File: src/rtl/router_sync_param.sv
// Router synchroniser: latches the destination channel, steers the FSM write strobe
// to that FIFO, and watches every channel for valid data that stays unread too long.
module router_sync_param #(
    parameter int N_CH    = 3,
    parameter int ADDR_W  = 2,
    parameter int TIMEOUT = 30
) (
    input  logic              clock,
    input  logic              reset,
    input  logic              detect_add,
    input  logic [ADDR_W-1:0] data_in,
    input  logic              write_enb_reg,
    input  logic [N_CH-1:0]   read_enb,
    input  logic [N_CH-1:0]   empty,
    input  logic [N_CH-1:0]   full,
    output logic [N_CH-1:0]   vld_out,
    output logic [N_CH-1:0]   soft_reset,
    output logic              fifo_full,
    output logic [N_CH-1:0]   write_enb,
    output logic              addr_err
);
    localparam int              CNT_W    = $clog2(TIMEOUT) + 1;
    localparam logic [ADDR_W:0] CH_LIMIT = (ADDR_W + 1)'(N_CH);
    localparam logic [CNT_W-1:0] CNT_LAST = CNT_W'(TIMEOUT - 1);

    logic [ADDR_W-1:0] dest_q, dest_d;
    logic              dest_vld_q, dest_vld_d;
    logic              addr_err_q, addr_err_d;
    logic [N_CH-1:0]   soft_reset_q, soft_reset_d;
    logic [CNT_W-1:0]  cnt_q [N_CH];
    logic [CNT_W-1:0]  cnt_d [N_CH];

    assign vld_out    = ~empty;
    assign soft_reset = soft_reset_q;
    assign addr_err   = addr_err_q;

    always_comb begin
        dest_d     = dest_q;
        dest_vld_d = dest_vld_q;
        addr_err_d = 1'b0;
        if (detect_add) begin
            if ({1'b0, data_in} < CH_LIMIT) begin
                dest_d     = data_in;
                dest_vld_d = 1'b1;
            end else begin
                dest_vld_d = 1'b0;
                addr_err_d = 1'b1;
            end
        end
    end

    // Compare against each channel index rather than indexing by dest_q, so a
    // non-power-of-two N_CH never addresses a missing bit.
    always_comb begin
        write_enb = '0;
        fifo_full = 1'b0;
        for (int unsigned i = 0; i < N_CH; i++) begin
            if (dest_vld_q && dest_q == ADDR_W'(i)) begin
                write_enb[i] = write_enb_reg;
                fifo_full    = full[i];
            end
        end
    end

    always_comb begin
        soft_reset_d = '0;
        for (int unsigned i = 0; i < N_CH; i++) begin
            cnt_d[i] = '0;
            if (vld_out[i] && !read_enb[i]) begin
                if (cnt_q[i] == CNT_LAST) begin
                    soft_reset_d[i] = 1'b1;
                end else begin
                    cnt_d[i] = cnt_q[i] + CNT_W'(1);
                end
            end
        end
    end

    always_ff @(posedge clock) begin
        if (reset) begin
            dest_q       <= '0;
            dest_vld_q   <= 1'b0;
            addr_err_q   <= 1'b0;
            soft_reset_q <= '0;
            for (int unsigned i = 0; i < N_CH; i++) begin
                cnt_q[i] <= '0;
            end
        end else begin
            dest_q       <= dest_d;
            dest_vld_q   <= dest_vld_d;
            addr_err_q   <= addr_err_d;
            soft_reset_q <= soft_reset_d;
            for (int unsigned i = 0; i < N_CH; i++) begin
                cnt_q[i] <= cnt_d[i];
            end
        end
    end

endmodule

File: config.mk
export PLATFORM = sky130hd
export DESIGN_NAME = router_sync_param
export DESIGN_NICKNAME = d
export VERILOG_FILES = /design/src/rtl/router_sync_param.sv
export SDC_FILE = /design/constraint.sdc
export NUM_CORES = 1
export LEC_CHECK = 0
export CORE_MARGIN = 3
export CORE_UTILIZATION = 45
export CTS_CLUSTER_SIZE = 25
export DETAILED_ROUTE_END_ITERATION = 10
export GPL_TIMING_DRIVEN = 0
export PLACE_DENSITY = 0.74
export SYNTH_ARGS = -nofsm -noshare
export SYNTH_HDL_FRONTEND = slang
export SYNTH_SLANG_ARGS = --single-unit
export TNS_END_PERCENT = 10
File: constraint.sdc
create_clock -name clock -period 1.4 [get_ports clock]
set_input_delay 0.14 -clock clock [delete_from_list [all_inputs] [get_ports clock]]
set_output_delay 0.14 -clock clock [all_outputs]
set_load 0.01 [all_outputs]
==> flow_summary.json <==
{
  "io_pins": 26,
  "die_w_microns": 53.9,
  "crit_end": "fifo_full",
  "wire_per_inst_microns": 11.0,
  "hold_class": "in -> reg",
  "cts-root-buf": "clkbuf_4",
  "final_common_cell": "dfxtp_1",
  "fin_nets": 162,
  "post-route-util_pct": 65.1,
  "yosys.area.top_type_share_pct": 48.4,
  "track_usage_pct": 13.7,
  "cts_hold_buf": 0,
  "stdcell_area_sq_um": 1340,
  "min-delay-start": "data_in[1]",
  "syn_nets": 132,
  "layout-drive-gt1-share_pct": 10.7,
  "synth-warning-count": 0,
  "final_cell_mix": "dfxtp_1 (22), clkdlybuf4s50_1 (21), nor2_1 (18), inv_1 (7)",
  "clock_latency_ns": 0.31,
  "finalSetupViolations": 0,
  "gp_congestion": 0.770,
  "postSynthAreaPerCell_sq_um": 9.31,
  "timing.final.ws_setup_ns": 0.0113,
  "place_hpwl_microns": 1470,
  "ys_top_cells_by_area": "dfxtp_1 (48%), ha_1 (7.3%), nor2_1 (6.5%)",
  "cts_buffer_depth": 2,
  "r2r_start": "cnt_q[0][1]",
  "drt_pass1_iterations": 4,
  "ff2ff_path_depth": 4,
  "drt-total-wl_microns": 1840,
  "grt_max_degree": 16,
  "port_buffers": 25,
  "worst_slew_pin_slew_ns": 0.414,
  "grt_antenna_before_repair": 0,
  "p_per_area_nw_per_um2": 861,
  "cp_max_fo": 6,
  "crit_type": "reg -> out",
  "run_status": "finished clean",
  "vias_per_cell": 4.88,
  "cap_viol_max_count": 0,
  "initial_core_util_pct": 50.1,
  "drc": 0,
  "comb_power_share_pct": 9.2,
  "internal_power_w": 0.000896,
  "report.final.slew_viol_count": 0,
  "core_area_sq_um": 2060,
  "worst_ep_required_time_ns": 1.26,
  "fmax_mhz": 720,
  "busiest_layer": "met2",
  "use_met1_pct": 16.9,
  "n_fill_cell": 177,
  "grt_overflow_total": 0,
  "ys_types": 25,
  "synth_top_area_cell": "dfxtp_1",
  "netlist_instances": 111,
  "grt_pass1_wl_microns": 2900,
  "p_switching_w": 0.000260,
  "vias": 815,
  "grt_pass1_vias": 720,
  "leakagePower_nw": 0.477,
  "fin_skew_ns": 0.00663,
  "tritoncts": "yes",
  "ys_ff_latch": 25,
  "arrival_ns": 1.25,
  "placed_cells": 163,
  "start_kind": "register",
  "dieArea_sq_um": 2910,
  "crit_path_end_kind": "output port",
  "timing.final.crit_share_pct": 99.2,
  "cts.sinks": 25,
  "placed_area_sq_um": 1320,
  "finalHoldViolCount": 0,
  "p_clk_share_pct": 27.4,
  "swShare_pct": 22.5,
  "floorplan.rows": 16,
  "syn_to_final_growth_pct": 29.9,
  "cts_max_level": 1,
  "die_h_microns": 53.9,
  "slew_headroom_pct": 72.2,
  "post-place-ws_ns": -0.225,
  "cts_buffers": 3,
  "use_met3_pct": 2.77,
  "min_period_ns": 1.39,
  "ant_nets": 0,
  "seqPwrFrac_pct": 63.4,
  "final_cells": 167,
  "rsz0062_at_grt": "yes",
  "critPathLaunch": "dest_q[0]",
  "r2r_slack_ns": 0.09,
  "n_antenna_cell": 0,
  "clk_pin_slew_ns": 0.14,
  "max-vdd-ir-drop_uv": 425,
  "global_route.usage.met2_pct": 23.2,
  "worstReg2RegEnd": "cnt_q[0][5]",
  "netlist_area_sq_um": 1030,
  "yosysSeqAreaShare_pct": 48.4,
  "drt_iter0_drc": 3
}
## layout make-up
class	instances	area [sq um]	share of cell area [%]
sequential	25	507	37.7
tap	27	33.8	2.52
timing repair buffer	25	230	17.1
clock buffer	3	22.5	1.68
multi-input combinational	79	515	38.4
clock inverter	1	7.51	0.559
inverter	7	26.3	1.96
## Yosys cell counts (all sizes together)
master	instances
inv	7
nand3	8
o21ai	7
mux2i	1
or3	1
dfxtp	25
a311oi	1
xor2	6
xnor2	3
nor3	6
nand2b	2
nand3b	1
nand2	4
a21oi	1
ha	6
nor2	18
or4	2
nand4b	1
nor3b	5
a21boi	2
and2	1
nor2b	2
and4b	1
## worst max-delay path, stage by stage, from the launching register on
cell and delay [ns]:
dfxtp_4 0.40, mux2i_1 0.19, o21ai_1 0.08, and2_1 0.15, buf_2 0.13
## worst min path at each step
stage	depth (start not counted)	end
2_1_floorplan	1	dest_vld_q
3_3_place_gp	1	cnt_q[0][12]
3_5_place_dp	1	cnt_q[0][12]
4_1_cts	2	dest_vld_q
5_1_grt	2	dest_vld_q
6_report	2	dest_vld_q
## timing repair
action / in CTS / in global routing
setup endpoints to repair: 9 / 11
gates resized for setup: 13 / 9
setup buffers: 0 / 0
## power groups by stage
stage                logic, W  registers, W  clock network [W]
floorplan           0.0000389      0.000747                  0
global placement     0.000106      0.000748                  0
detailed placement   0.000109      0.000749                  0
CTS                  0.000107      0.000733           0.000328
global route         0.000116      0.000736           0.000361
finish               0.000106      0.000733           0.000317
## per-stage QoR
stage               power, W  hold slack [ns]  setup TNS, ns
detailed placement  0.000859            0.457          -1.92
CTS                  0.00117            0.430       -0.00337
finish               0.00116            0.434              0
floorplan           0.000786            0.218              0
global route         0.00121            0.423        -0.0441
global placement    0.000855            0.446          -1.47
## kinds of logic (layout without fill, tap and decap cells)
group / after synthesis / after routing / share of synthesized area, %
adder cells (fa/ha/maj): 6 / 6 / 7.26
XOR/XNOR: 9 / 9 / 7.63
buffers and inverters: 7 / 36 / 2.54
AO/OA/AOI/OAI: 11 / 11 / 6.17
AND/OR/NAND/NOR: 52 / 52 / 27.0
multiplexers: 1 / 1 / 0.969
flip-flops: 25 / 25 / 48.4
## sequential cells by signal, indices dropped and copies added, names as in the netlist
| name | flops |
|---|---|
| addr_err | 1 |
| cnt_q | 18 |
| dest_q | 2 |
| dest_vld_q | 1 |
| soft_reset | 3 |
## routing by layer
metal,part of all wire [%],vias to the layer above
met5,0,-
li1,-,436
met4,0.54,0
met1,49,358
met2,45,19
met3,5.9,2
(Power assumes the default switching activity.)
